`src/rtl/wallace_mac_pipe_pkg.sv`:
```
// Shared constants and the saturating accumulate step for the Wallace MAC pipeline.
// sat_add works on a fixed SAT_W-bit container so any accumulator up to SAT_W bits can use it.
package wallace_mac_pipe_pkg;

    localparam int N_DEF     = 16;
    localparam int ACC_W_DEF = 40;
    localparam int CNT_W_DEF = 8;
    localparam int SAT_W     = 64;

    // Returns {ovf, sum_sat}; sum_sat clamps to the all-ones value of an acc_w-bit accumulator.
    function automatic logic [SAT_W:0] sat_add(
        input logic [SAT_W-1:0] acc,
        input logic [SAT_W-1:0] p,
        input int unsigned      acc_w
    );
        logic [SAT_W:0]   sum;
        logic [SAT_W-1:0] max_val;
        logic             ovf;
        sum     = {1'b0, acc} + {1'b0, p};
        max_val = (acc_w >= SAT_W) ? '1 : ((SAT_W'(1) << acc_w) - SAT_W'(1));
        ovf     = sum[SAT_W] | (sum[SAT_W-1:0] > max_val);
        return ovf ? {1'b1, max_val} : {1'b0, sum[SAT_W-1:0]};
    endfunction

endpackage

```
`src/rtl/wallace_mac_pipe_wallace.sv`:
```
// Combinational unsigned NxN Wallace-tree multiplier: partial products are reduced with
// 3:2 carry-save compressors level by level until two rows remain, then one final add.
module wallace_mac_pipe_wallace #(
    parameter int N = 16
) (
    input  logic [N-1:0]   a,
    input  logic [N-1:0]   b,
    output logic [2*N-1:0] mul
);

    localparam int W = 2 * N;

    logic [W-1:0] rows [N];
    logic [W-1:0] nxt  [N];
    int           n_rows;
    int           m;

    always_comb begin
        for (int i = 0; i < N; i++) begin
            rows[i] = b[i] ? (W'(a) << i) : '0;
        end
        n_rows = N;
        m      = 0;
        for (int lvl = 0; lvl < N; lvl++) begin
            if (n_rows > 2) begin
                for (int i = 0; i < N; i++) begin
                    nxt[i] = '0;
                end
                m = 0;
                // Every complete group of three rows becomes a sum row and a shifted carry row.
                for (int g = 0; g + 2 < N; g += 3) begin
                    if (g + 2 < n_rows) begin
                        nxt[m]     = rows[g] ^ rows[g+1] ^ rows[g+2];
                        nxt[m + 1] = ((rows[g] & rows[g+1]) | (rows[g] & rows[g+2]) |
                                      (rows[g+1] & rows[g+2])) << 1;
                        m = m + 2;
                    end
                end
                for (int r = 0; r < N; r++) begin
                    if (r >= (n_rows / 3) * 3 && r < n_rows) begin
                        nxt[m] = rows[r];
                        m = m + 1;
                    end
                end
                rows   = nxt;
                n_rows = m;
            end
        end
        mul = rows[0] + rows[1];
    end

endmodule

```
`src/rtl/wallace_mac_pipe.sv`:
```
// Multiply-accumulate stage: registers operand pairs, multiplies them with the Wallace tree,
// sums products over an in_last-delimited frame and emits one saturated result per frame.
module wallace_mac_pipe
    import wallace_mac_pipe_pkg::*;
#(
    parameter int N     = N_DEF,
    parameter int ACC_W = ACC_W_DEF,
    parameter int CNT_W = CNT_W_DEF
) (
    input  logic             clk,
    input  logic             rst,
    input  logic             in_valid,
    output logic             in_ready,
    input  logic [N-1:0]     in_a,
    input  logic [N-1:0]     in_b,
    input  logic             in_last,
    output logic             out_valid,
    input  logic             out_ready,
    output logic [ACC_W-1:0] out_data,
    output logic [CNT_W-1:0] out_count,
    output logic             out_ovf
);

    logic             v1_q, v1_d;
    logic [N-1:0]     a_q, a_d;
    logic [N-1:0]     b_q, b_d;
    logic             last_q, last_d;
    logic [ACC_W-1:0] acc_q, acc_d;
    logic [CNT_W-1:0] cnt_q, cnt_d;
    logic             ovf_acc_q, ovf_acc_d;
    logic             out_valid_q, out_valid_d;
    logic [ACC_W-1:0] out_data_q, out_data_d;
    logic [CNT_W-1:0] out_count_q, out_count_d;
    logic             out_ovf_q, out_ovf_d;

    logic [2*N-1:0]   mul;
    logic [ACC_W-1:0] p;
    logic [SAT_W:0]   sat_res;
    logic [ACC_W-1:0] sum_sat;
    logic             ovf_beat;
    logic [CNT_W-1:0] cnt_next;
    logic             s1_stall;
    logic             s1_fire;
    logic             in_fire;
    logic [SAT_W-1-ACC_W:0] sat_unused;

    wallace_mac_pipe_wallace #(.N(N)) u_wallace (
        .a   (a_q),
        .b   (b_q),
        .mul (mul)
    );

    // Only a last beat facing a full, unaccepted output register holds S1.
    assign s1_stall  = v1_q & last_q & out_valid_q & ~out_ready;
    assign s1_fire   = v1_q & ~s1_stall;
    assign in_ready  = ~v1_q | s1_fire;
    assign in_fire   = in_valid & in_ready;

    assign out_valid = out_valid_q;
    assign out_data  = out_data_q;
    assign out_count = out_count_q;
    assign out_ovf   = out_ovf_q;

    always_comb begin
        p          = ACC_W'(mul);
        sat_res    = sat_add(SAT_W'(acc_q), SAT_W'(p), ACC_W);
        ovf_beat   = sat_res[SAT_W];
        sum_sat    = sat_res[ACC_W-1:0];
        sat_unused = sat_res[SAT_W-1:ACC_W];
        cnt_next   = (&cnt_q) ? cnt_q : cnt_q + 1'b1;
    end

    always_comb begin
        v1_d        = v1_q;
        a_d         = a_q;
        b_d         = b_q;
        last_d      = last_q;
        acc_d       = acc_q;
        cnt_d       = cnt_q;
        ovf_acc_d   = ovf_acc_q;
        out_valid_d = out_valid_q;
        out_data_d  = out_data_q;
        out_count_d = out_count_q;
        out_ovf_d   = out_ovf_q;

        if (in_fire) begin
            v1_d   = 1'b1;
            a_d    = in_a;
            b_d    = in_b;
            last_d = in_last;
        end else if (s1_fire) begin
            v1_d = 1'b0;
        end

        if (out_valid_q && out_ready) begin
            out_valid_d = 1'b0;
        end

        if (s1_fire) begin
            if (last_q) begin
                // A new result wins over the drain so results can flow back to back.
                out_valid_d = 1'b1;
                out_data_d  = sum_sat;
                out_count_d = cnt_next;
                out_ovf_d   = ovf_acc_q | ovf_beat;
                acc_d       = '0;
                cnt_d       = '0;
                ovf_acc_d   = 1'b0;
            end else begin
                acc_d     = sum_sat;
                cnt_d     = cnt_next;
                ovf_acc_d = ovf_acc_q | ovf_beat;
            end
        end
    end

    always_ff @(posedge clk) begin
        if (rst) begin
            v1_q        <= 1'b0;
            a_q         <= '0;
            b_q         <= '0;
            last_q      <= 1'b0;
            acc_q       <= '0;
            cnt_q       <= '0;
            ovf_acc_q   <= 1'b0;
            out_valid_q <= 1'b0;
            out_data_q  <= '0;
            out_count_q <= '0;
            out_ovf_q   <= 1'b0;
        end else begin
            v1_q        <= v1_d;
            a_q         <= a_d;
            b_q         <= b_d;
            last_q      <= last_d;
            acc_q       <= acc_d;
            cnt_q       <= cnt_d;
            ovf_acc_q   <= ovf_acc_d;
            out_valid_q <= out_valid_d;
            out_data_q  <= out_data_d;
            out_count_q <= out_count_d;
            out_ovf_q   <= out_ovf_d;
        end
    end

endmodule
```
`config.mk`:
```
export PLATFORM = sky130hd
export DESIGN_NAME = wallace_mac_pipe
export DESIGN_NICKNAME = d
export VERILOG_FILES = /design/src/rtl/wallace_mac_pipe_pkg.sv /design/src/rtl/wallace_mac_pipe_wallace.sv /design/src/rtl/wallace_mac_pipe.sv
export SDC_FILE = /design/constraint.sdc
export NUM_CORES = 1
export LEC_CHECK = 0
export ABC_AREA = 1
export CAP_MARGIN = 30
export CORE_MARGIN = 5
export CORE_UTILIZATION = 35
export DETAILED_ROUTE_END_ITERATION = 10
export REMOVE_ABC_BUFFERS = 1
export SLEW_MARGIN = 20
export SYNTH_ARGS = -nofsm -noshare
export SYNTH_HDL_FRONTEND = slang
export SYNTH_HIERARCHICAL = 1
export SYNTH_SLANG_ARGS = --single-unit
```
`constraint.sdc`:
```
create_clock -name clk -period 10 [get_ports clk]
set_clock_uncertainty 0.2 [all_clocks]
set_input_delay 2 -clock clk [delete_from_list [all_inputs] [get_ports clk]]
set_output_delay 2 -clock clk [all_outputs]
set_load 0.01 [all_outputs]
```
Word-level counts from Yosys, hierarchy flattened
Index checks and enable logic that the tools add are counted.
{ "totals": {"register_bits": 133, "out_inout_bits": 51, "wordCells": 154} }
{ "op_classes": {"add_sub_neg": 3, "n_lt_le_gt_ge": 1, "n_mux": 26, "bitwise_logic": 109, "n_reduce_logical": 4} }
{ "ops": {"columns": ["cell", "n"], "rows": [
  ["31-bit AND", 42],
  ["31-bit bitwise OR", 28],
  ["32-bit XOR", 22],
  ["65-bit two-way mux", 1],
  ["40-bit by 32-bit adder with 41-bit output", 1],
  ["41-bit by 40-bit > comparator with 1-bit output, second input constant", 1],
  ["40-bit two-way mux", 1],
  ["32-bit adder", 1],
  ["32-bit by 18-bit XOR with 32-bit output", 1],
  ["32-bit by 21-bit XOR with 32-bit output", 1],
  ["32-bit by 24-bit XOR with 32-bit output", 1],
  ["32-bit by 27-bit XOR with 32-bit output", 1],
  ["32-bit by 30-bit XOR with 32-bit output", 1],
  ["32-bit by 31-bit XOR with 32-bit output", 1],
  ["31-bit two-way mux", 1],
  ["30-bit two-way mux", 1],
  ["29-bit two-way mux", 1],
  ["28-bit two-way mux", 1],
  ["27-bit two-way mux", 1],
  ["26-bit two-way mux", 1],
  ["25-bit two-way mux", 1],
  ["24-bit two-way mux", 1],
  ["23-bit two-way mux", 1],
  ["22-bit two-way mux", 1],
  ["17 further kinds", 30]
]} }

Depth between registers and ports, before layout
Gate-level depths: netlist of run 1.
{ "logic_depth": {"ltp_word": 26, "mapped_depth": 40, "mapped_depth_nobuf": 38} }

Hierarchy
Netlist of run 1, hierarchy kept.
{ "modules_own_cells": {"columns": ["module", "n_inst", "cells_each", "area_per_inst_um2", "seq_area_each_um2"], "rows": [
  ["wallace_mac_pipe_wallace", 1, 1261, 8937.3, 0.0],
  ["wallace_mac_pipe", 1, 1207, 7698.6, 2662.6]
]} }

Worst setup path after synthesis of run 1
OpenSTA, ideal clock, no wires.
{ "synth_path": {"path_type": "reg-to-reg", "startpoint": "reg a_q[6]", "endpoint": "reg out_data_q[2] (netlist: out_data[2])", "setup_ps": 117, "arrival_ps": 6455, "t_required_ps": 9683, "slack_ps": 3228, "path_stages_with_launch": 33, "path_buffers": 3, "period_less_slack_ps": 6772, "path_cell_list": "dfxtp_1 > clkbuf_1 > clkbuf_1 > nand2_1 > fa_1 > fa_1 > fa_1 > inv_1 > fa_1 > inv_1 > fa_1 > inv_1 > fa_1 > ha_1 > nand2_1 > inv_1 > a21oi_1 > nand2_1 > nand2_1 > nand3_1 > nand2_1 > nand2_1 > ha_1 > a21oi_1 > nor2_1 > nor2_1 > o21ai_0 > a21oi_1 > nand2_2 > nand2_4 > buf_6 > o21ai_2 > a22o_1"} }
{ "synth_between": {"elab_chain_cells": 24} }
{ "synth_rtl": {"columns": ["element", "line_no", "rtl"], "rows": [
  ["from (decl)", "wallace_mac_pipe.sv:25", "logic [N-1:0] a_q, a_d;"],
  ["from (signal assigned)", "wallace_mac_pipe.sv:120", "a_q <= '0;"],
  ["from (signal assigned)", "wallace_mac_pipe.sv:132", "a_q <= a_d;"],
  ["16-bit two-way mux (tied with other cells)", "wallace_mac_pipe_wallace.sv:20", "rows[i] = b[i] ? (W'(a) << i) : '0;"],
  ["31-bit AND", "wallace_mac_pipe_wallace.sv:34", "nxt[m + 1] = ((rows[g] & rows[g+1]) | (rows[g] & rows[g+2]) |"],
  ["31-bit bitwise OR (2 in series)", "wallace_mac_pipe_wallace.sv:34", null],
  ["31-bit AND", "wallace_mac_pipe_wallace.sv:34", null],
  ["31-bit bitwise OR (2 in series)", "wallace_mac_pipe_wallace.sv:34", null],
  ["31-bit AND", "wallace_mac_pipe_wallace.sv:34", null],
  ["31-bit bitwise OR (2 in series)", "wallace_mac_pipe_wallace.sv:34", null],
  ["31-bit AND", "wallace_mac_pipe_wallace.sv:34", null],
  ["(+5 left out)", null, null],
  ["31-bit AND", "wallace_mac_pipe_wallace.sv:34", null],
  ["31-bit bitwise OR (2 in series)", "wallace_mac_pipe_wallace.sv:34", null],
  ["32-bit adder (*)", "wallace_mac_pipe_wallace.sv:49", "mul = rows[0] + rows[1];"],
  ["net mul[29]", "wallace_mac_pipe.sv:36", "logic [2*N-1:0] mul;"],
  ["40-bit by 32-bit adder with 41-bit output (*)", "wallace_mac_pipe_pkg.sv:19", "sum = {1'b0, acc} + {1'b0, p};"],
  ["41-bit by 40-bit > comparator with 1-bit output (*)", "wallace_mac_pipe_pkg.sv:21", "ovf = sum[SAT_W] | (sum[SAT_W-1:0] > max_val);"],
  ["1-bit bitwise OR (*)", "wallace_mac_pipe_pkg.sv:21", null],
  ["65-bit two-way mux (*)", "wallace_mac_pipe_pkg.sv:22", "return ovf ? {1'b1, max_val} : {1'b0, sum[SAT_W-1:0]};"],
  ["to (signal assigned)", "wallace_mac_pipe.sv:139", "out_data_q <= out_data_d;"],
  ["to (decl)", "wallace_mac_pipe.sv:32", "logic [ACC_W-1:0] out_data_q, out_data_d;"]
]} }
The timed path passes the listed nets; every way through them passes the cells marked *.
A chain may end at the register's enable or synchronous reset.

Worst setup path in the final report of run 1
{ "layout_path": {"startpoint": "reg a_q[6]", "endpoint": "reg acc_q[8]"} }
{ "layout_between": {"elab_chain_cells": 25} }
{ "layout_rtl": {"columns": ["element", "line_no", "rtl"], "rows": [
  ["16-bit two-way mux (tied with other cells)", "wallace_mac_pipe_wallace.sv:20", null],
  ["31-bit AND", "wallace_mac_pipe_wallace.sv:34", null],
  ["31-bit bitwise OR (2 in series)", "wallace_mac_pipe_wallace.sv:34", null],
  ["31-bit AND", "wallace_mac_pipe_wallace.sv:34", null],
  ["31-bit bitwise OR (2 in series)", "wallace_mac_pipe_wallace.sv:34", null],
  ["31-bit AND", "wallace_mac_pipe_wallace.sv:34", null],
  ["31-bit bitwise OR (2 in series)", "wallace_mac_pipe_wallace.sv:34", null],
  ["31-bit AND", "wallace_mac_pipe_wallace.sv:34", null],
  ["(+6 left out)", null, null],
  ["31-bit bitwise OR (2 in series)", "wallace_mac_pipe_wallace.sv:34", null],
  ["32-bit adder (*)", "wallace_mac_pipe_wallace.sv:49", null],
  ["net mul[29]", "wallace_mac_pipe.sv:36", null],
  ["40-bit by 32-bit adder with 41-bit output (*)", "wallace_mac_pipe_pkg.sv:19", null],
  ["41-bit by 40-bit > comparator with 1-bit output (*)", "wallace_mac_pipe_pkg.sv:21", null],
  ["1-bit bitwise OR (*)", "wallace_mac_pipe_pkg.sv:21", null],
  ["65-bit two-way mux (*)", "wallace_mac_pipe_pkg.sv:22", null],
  ["40-bit two-way mux (*)", "wallace_mac_pipe.sv:100", "if (last_q) begin"],
  ["to (signal assigned)", "wallace_mac_pipe.sv:123", "acc_q <= '0;"],
  ["to (signal assigned)", "wallace_mac_pipe.sv:135", "acc_q <= acc_d;"],
  ["to (decl)", "wallace_mac_pipe.sv:28", "logic [ACC_W-1:0] acc_q, acc_d;"]
]} }
Marked as above.

==> results.tsv, run 1 <==
stage	metric	value	unit
critical_path	reg-to-reg critical path endpoint	acc_q[8]	
clock_network	number of buffers created by CTS	17	
clock_network	count of clock tree sinks	133	
grt	M2 GR Usage	0.285	
synthesis	Synth Warn #	6	
power	total design power	2.65	mW
route	drt first-iter violations	841	
grt	initial antenna violation count	0	
synthesis	top cells by area, synth	fa_1, nand2_1, dfxtp_1, inv_1, ha_1	
route	DRC	0	
critical_path	Worst EP arrival	8.03	ns
synthesis	async set-reset flop share out of synthesis	0	
timing	setup ws final	2.08	ns
synthesis	number of library cell types mapped by synthesis	38	
worst_hold_path	Hold Startpoint	out_data[31]	
synthesis	syn avg cell area	6.74	um2
floorplan	die height	228	um
power	P_sw	1.23	mW
floorplan	std cell rows	79	
timing	Final Setup Violations	0	
finish	ANT cells	0	
synthesis	Yosys top cell area share	0.243	
clock_network	Clock transition at path regs	0.07	ns
power	Power Internal	1.41	mW
place	hpwl dp	36400	um
route	vias per cell	4.68	
timing	RSZ-0062 raised after global routing	no	
place	count of input and output buffers	87	
finish	Area Growth Syn to Fin	11.3	%
timing	setup_tns	0	ns
clock_network	Max Buffers Root-to-Sink	2	
power	Pwr Density	143	mW/mm2
power	clock share of power	0.238	
floorplan	Starting Density	0.356	
timing	fmax	126	MHz
critical_path	Crit path top cell by count	nand2_1	
critical_path	CP Launch Type	flop	
grt	gr ovfl total	0	
critical_path	cells on worst reg2reg path	30	
critical_path	Worst path max stage delay	0.82	ns
synthesis	cell taking the most area after synthesis	fa_1	
worst_hold_path	Hold Crit Depth	2	
place	Routability Congestion	0.865	
critical_path	Crit. End Element	flop	
finish	layout cells sized above 1	0.0441	
timing	final worst-path cycle share	0.792	
timing	pin slew with the least headroom to its limit	0.916	ns
power	Gate power share	0.520	
grt	met3 usage	0.0188	
clock_network	# resized after CTS	0	
power	sequential power share	0.242	
grt	GRT Overall Usage	0.174	
synthesis	Syn Inst Count	2468	
worst_hold_path	Worst Hold Class	reg -> reg	
critical_path	slowest CP cell	dfxtp_1	
clock_network	# Post-CTS Setup Buffers	0	
grt	most used routing layer	met2	
synthesis	number of flops mapped to enable cells by yosys	0	
flow_run	Max-Cap Viols	0	
critical_path	WS Path Type	reg -> reg	
route	final WL	45500	um
power	leakage	9.90	nW
route	routed len/inst	14.7	um
synthesis	Synth Cell Area	0.0166	mm2
clock_network	CTS HTree Levels	4	
power	Max IR drop VDD	151	uV
floorplan	die area	0.0520	mm2
critical_path	WP data required	10.11	ns
grt	number of global-route vias before repair	14300	
synthesis	sequential-to-total area share from yosys stat	0.160	
timing	Max Slew Vio Count	0	
floorplan	Die W	228	um
route	Routed Antenna Nets	0	
power	Sw Ratio	0.466	
worst_hold_path	Hold Path End	out_data[31]	
grt	largest net degree at the start of global routing	54	
grt	global-route wire length before repair	74400	um
clock_network	Root Driver	clkbuf_16	
timing	Slew HR	0.388	
clock_network	TritonCTS clock tree	done	
finish	layout net count	2831	
timing	Hold Vio Cnt, Final	0	
critical_path	reg2reg setup slack	2.08	ns
place	dpl ws	2.11	ns
critical_path	RR Startpoint	a_q[6]	
critical_path	CP max FO	40	
floorplan	IO Count	88	
synthesis	Synth Flop Type	dfxtp_1	
grt	met1 Use GR	0.242	
run_status	status	finished clean	
synthesis	synthesis-stage register bit count	133	
floorplan	core area	0.0468	mm2
route	vias	14500	
clock_network	Clk Latency, worst-skew pair	0.47	ns
route	Initial DRT Pass Iterations	5	
timing	final period demand of the worst path	7.92	ns
clock_network	hold buffer count at cts	0	
-- Yosys cell counts, types with 2 or more instances --
library cell,instances
a21oi_1,87
a22o_1,24
and2_1,4
buf_1,6
buf_2,5
buf_6,4
clkbuf_1,87
dfxtp_1,133
fa_1,202
ha_1,110
inv_1,548
inv_2,2
nand2_1,864
nand2_2,21
nand3_1,54
nand3_2,21
nand3b_1,2
nand4_1,10
nor2_1,164
nor2_2,8
nor2_4,5
nor3_1,12
o21ai_0,42
o21bai_1,3
or2_1,2
xnor2_1,17
xor2_1,20
-- per-layer routing --
metal,part of all wire,vias to the layer above
li1,-,7268
met1,0.47,6857
met2,0.47,324
met3,0.035,60
met4,0.025,0
met5,0,-
-- layout by cell type, fill, tap and decap left out, drive strengths merged --
| master | instances |
|---|---|
| a21oi | 88 |
| a22o | 24 |
| and2 | 5 |
| and3 | 1 |
| buf | 11 |
| bufinv | 1 |
| clkbuf | 18 |
| clkdlybuf4s50 | 86 |
| clkinv | 5 |
| clkinvlp | 1 |
| dfxtp | 133 |
| fa | 202 |
| ha | 110 |
| inv | 557 |
| nand2 | 886 |
| nand3 | 75 |
| nand3b | 3 |
| nand4 | 10 |
| nor2 | 177 |
| nor3 | 13 |
| nor4 | 2 |
| o21a | 1 |
| o21ai | 43 |
| o21bai | 3 |
| or2 | 3 |
| xnor2 | 17 |
| xor2 | 20 |
-- critical path, delay by kind of cell, from the launching register on --
family          cells  cell delay (ns)
compound gates      5             0.80
buf+inv             4             0.21
flops               1             0.82
simple gates       13             1.91
fa+ha+maj           8             3.77
-- through the flow --
stage,hold WS (ns),util,instance area [um2],std cells
after detailed placement,0.240,0.383,17900,3069
after floorplan,0.240,-,16200,2366
after global placement,0.238,0.383,17900,3069
after CTS,0.256,0.396,18500,3101
final,0.252,0.396,18500,3102
after global routing,0.266,0.396,18500,3102
-- power by group through the flow --
stage | sequential (mW) | combinational, mW | clock [mW]
after global routing | 0.646 | 1.57 | 0.664
final | 0.641 | 1.38 | 0.630
after CTS | 0.640 | 1.40 | 0.647
after global placement | 0.651 | 1.37 | 0
after detailed placement | 0.651 | 1.39 | 0
after floorplan | 0.621 | 1.02 | 0
-- worst max path at each step --
stage	startpoint	endpoint	slack [ns]
after floorplan	a_q[6]	out_data[10]	3.30
after global placement	a_q[7]	out_data[25]	2.25
after detailed placement	a_q[9]	acc_q[8]	2.11
after CTS	a_q[5]	out_data[8]	2.08
after global routing	a_q[6]	acc_q[8]	1.48
final	a_q[6]	acc_q[8]	2.08
-- final cells by class --
type / count / area (um2)
flip-flops and latches: 133 / 2660
multi-input cells: 1683 / 11500
well taps: 607 / 759
clock inverters: 14 / 140
repair buffers: 97 / 961
fillers: 4958 / 28200
clock buffers: 18 / 429
inverters: 550 / 2060
-- state kept, by name, summed over array words and instances, names as in the netlist --
| signal | cells |
|---|---|
| cnt_q | 8 |
| out_valid | 1 |
| out_data | 40 |
| out_count | 8 |
| a_q | 16 |
| v1_q | 1 |
| out_ovf | 1 |
| ovf_acc_q | 1 |
| last_q | 1 |
| b_q | 16 |
| acc_q | 40 |
-- logic make-up (layout without fill, tap and decap cells) --
logic type,Yosys count,count (layout),share of synthesized area
XOR/XNOR,37,37,0.0195
flip-flops,133,133,0.160
AND/OR/NAND/NOR,1175,1175,0.291
AO/OA/AOI/OAI,159,159,0.0543
adder cells (fa/ha/maj),312,312,0.326
buffers and inverters,652,679,0.149
Note: power is estimated with default switching activity, not from simulation.
==> run 2, diff against run 1 <==
clock period = 6.7 ns   (was 10 ns; I/O delays follow)
==> run 2 against run 1 <==
Net effect: the flow now finishes with violations (setup timing); global-route usage rose by 1.0 points; wire length rose by 6.6%; register-to-register slack got worse by 2.1 ns; cell count rose by 8.3%; first-iteration DRC count rose by 14%; clock power rose by 53%; setup slack got worse by 2.1 ns; total power rose by 99%; flip-flop and latch count did not move; clock-buffer cell count did not move; critical endpoint is now acc_q[26]; largest power group unchanged.
==> results.tsv, run 2 (synthesis results as in run 1) <==
stage	metric	value	unit	change
worst_hold_path	Hold Crit Depth	2		unchanged
timing	final worst-path cycle share	1.01		+0.216
grt	gr ovfl total	0		unchanged
critical_path	CP Launch Type	flop		
flow_run	Max-Cap Viols	0		unchanged
clock_network	Root Driver	clkbuf_16		
place	hpwl dp	38600	um	+6.1%
critical_path	Worst EP arrival	6.95	ns	-1.08 ns
timing	Hold Vio Cnt, Final	0		unchanged
clock_network	Max Buffers Root-to-Sink	2		unchanged
finish	commonest non-fill, non-tap cell in the layout	nand2_1		
route	vias per cell	4.59		-2.0%
grt	number of global-route vias before repair	15500		+8.6%
route	DRC	0		unchanged
critical_path	WS Path Type	reg -> reg		
clock_network	TritonCTS clock tree	done		
power	Pwr Density	238	mW/mm2	+67%
finish	Final Core Density	0.473		+0.0771
place	DP Area	0.0196	mm2	+9.1%
finish	layout net count	3087		+9.0%
floorplan	Starting Density	0.356		unchanged
finish	fin area	0.0221	mm2	+19%
timing	setup ws final	-0.0543	ns	-2.13 ns
grt	global-route wire length before repair	78800	um	+5.8%
finish	layout cells sized above 1	0.233		+0.189
floorplan	die area	0.0520	mm2	unchanged
timing	Final Setup Violations	29		+29
route	Routed Antenna Nets	0		unchanged
critical_path	RR Startpoint	a_q[11]		
power	Power Internal	2.97	mW	+110%
worst_hold_path	Hold Startpoint	out_data[37]		
critical_path	WP data required	6.89	ns	-3.22 ns
floorplan	core area	0.0468	mm2	unchanged
clock_network	number of buffers created by CTS	17		unchanged
power	total design power	5.27	mW	+99%
route	routed len/inst	14.5	um	-1.5%
power	Sw Ratio	0.437		-0.0286
power	clock share of power	0.183		-0.055
critical_path	Crit. End Element	flop		
timing	final period demand of the worst path	6.75	ns	-1.17 ns
timing	RSZ-0062 raised after global routing	yes		
timing	Slew HR	0.351		-0.0369
clock_network	hold buffer count at cts	0		unchanged
critical_path	reg-to-reg critical path endpoint	acc_q[26]		
power	P_sw	2.30	mW	+87%
timing	WHS	0.255	ns	+0.00308 ns
power	leakage	11.5	nW	+16%
critical_path	reg2reg setup slack	-0.05	ns	-2.13 ns
floorplan	die height	228	um	unchanged
clock_network	Clk Latency, worst-skew pair	0.47	ns	about the same
critical_path	cells on worst reg2reg path	35		+17%
grt	GRT Overall Usage	0.184		+0.0103
floorplan	Die W	228	um	unchanged
timing	pin slew with the least headroom to its limit	0.973	ns	+0.0567 ns
critical_path	Worst path max stage delay	0.55	ns	-0.27 ns
place	count of input and output buffers	87		unchanged
grt	initial antenna violation count	0		unchanged
power	Gate power share	0.644		+0.124
floorplan	std cell rows	79		unchanged
run_status	status	finished with violations		
finish	ANT cells	0		unchanged
floorplan	IO Count	88		unchanged
clock_network	CTS HTree Levels	4		unchanged
clock_network	Clock transition at path regs	0.07	ns	about the same
grt	largest net degree at the start of global routing	54		unchanged
worst_hold_path	Worst Hold Class	reg -> reg		
clock_network	count of clock tree sinks	133		unchanged
timing	setup_tns	-0.396	ns	-0.396 ns
power	sequential power share	0.174		-0.068
run_status	failing checks	setup timing		
finish	commonest non-fill, non-tap cells in the layout	nand2_1, inv_1, buf_4		
timing	fmax	148	MHz	+17%
route	drt first-iter violations	955		+14%
route	Initial DRT Pass Iterations	5		unchanged
power	Max IR drop VDD	259	uV	+72%
critical_path	CP max FO	7		-83%
timing	Max Slew Vio Count	0		unchanged
place	Routability Congestion	0.929		+7.3%
critical_path	Crit path top cell by count	nand2_2		
finish	Area Growth Syn to Fin	33.0	%	
critical_path	slowest CP cell	fa_1		
worst_hold_path	Hold Path End	out_data[37]		
route	vias	15400		+6.1%
route	final WL	48500	um	+6.6%
-- run 2: cell count changes in the layout (fill, tap and decap cells not counted), moves of 19 or more --
cell / before / now
a21oi_1: 87 / 58
a21oi_2: 1 / 28
buf_4: 9 / 230
dfxtp_1: 133 / 103
ha_1: 110 / 73
ha_4: 0 / 36
nand2_1: 864 / 769
nand2_2: 21 / 96
nand2_4: 1 / 20
nor2_1: 161 / 134
-- run 2: critical path, delay by kind of cell, from the launching register on --
kind                       cells  cell delay, ns
buffers and inverters         11            1.09
adders and majority gates      8            3.41
and+or+nand+nor               14            1.28
AOI/OAI and AO/OA              1            0.18
DFF                            1            0.36
xor gates and xnor gates       1            0.15
-- run 2: per-stage QoR --
stage / setup slack, ns / std cells
2_1_floorplan: 0.00313 / 2366
3_3_place_gp: -0.409 / 3266
3_5_place_dp: -0.478 / 3266
4_1_cts: -0.0213 / 3328
5_1_grt: -0.317 / 3358
6_report: -0.0543 / 3358
-- run 2: worst max path at each step --
stage	start	end	slack, ns	cells after the start
final	a_q[11]	acc_q[26]	-0.05	35
after global routing	a_q[8]	acc_q[26]	-0.32	36
after CTS	b_q[3]	acc_q[26]	-0.02	34
after detailed placement	a_q[4]	acc_q[18]	-0.48	29
after global placement	a_q[9]	acc_q[20]	-0.41	30
after floorplan	a_q[6]	out_data[10]	0.003	29
-- run 2: per-layer routing --
layer  global-route usage  vias up  wire length, um
met5                    0        -                0
met3               0.0227       50             1770
met4               0.0461        0              805
met1                0.254     7290            22500
met2                0.309      286            23500
li1                     -     7771                -
-- run 2: power groups by stage --
stage / Sequential, mW / Combinational [mW] / Clock, mW
floorplan: 0.927 / 1.53 / 0
global placement: 0.928 / 2.51 / 0
detailed placement: 0.928 / 2.52 / 0
CTS: 0.914 / 3.02 / 0.989
global route: 0.925 / 3.71 / 1.02
finish: 0.917 / 3.39 / 0.962
-- run 2: repair_timing --
action	4_1_cts	5_1_grt
setup buffers	29	29
endpoints found under the hold margin	0	0
setup endpoints to repair	82	82
cloned	1	1
gates resized for setup	179	181
pin swaps	64	119
-- run 2: layout make-up --
cell class	count	area [um2]
clock inverter	14	141
tap	607	759
multi-input combinational	1683	12800
timing repair buffer	353	3180
sequential	133	2740
clock buffer	18	439
inverter	550	2060
fill	4640	24600
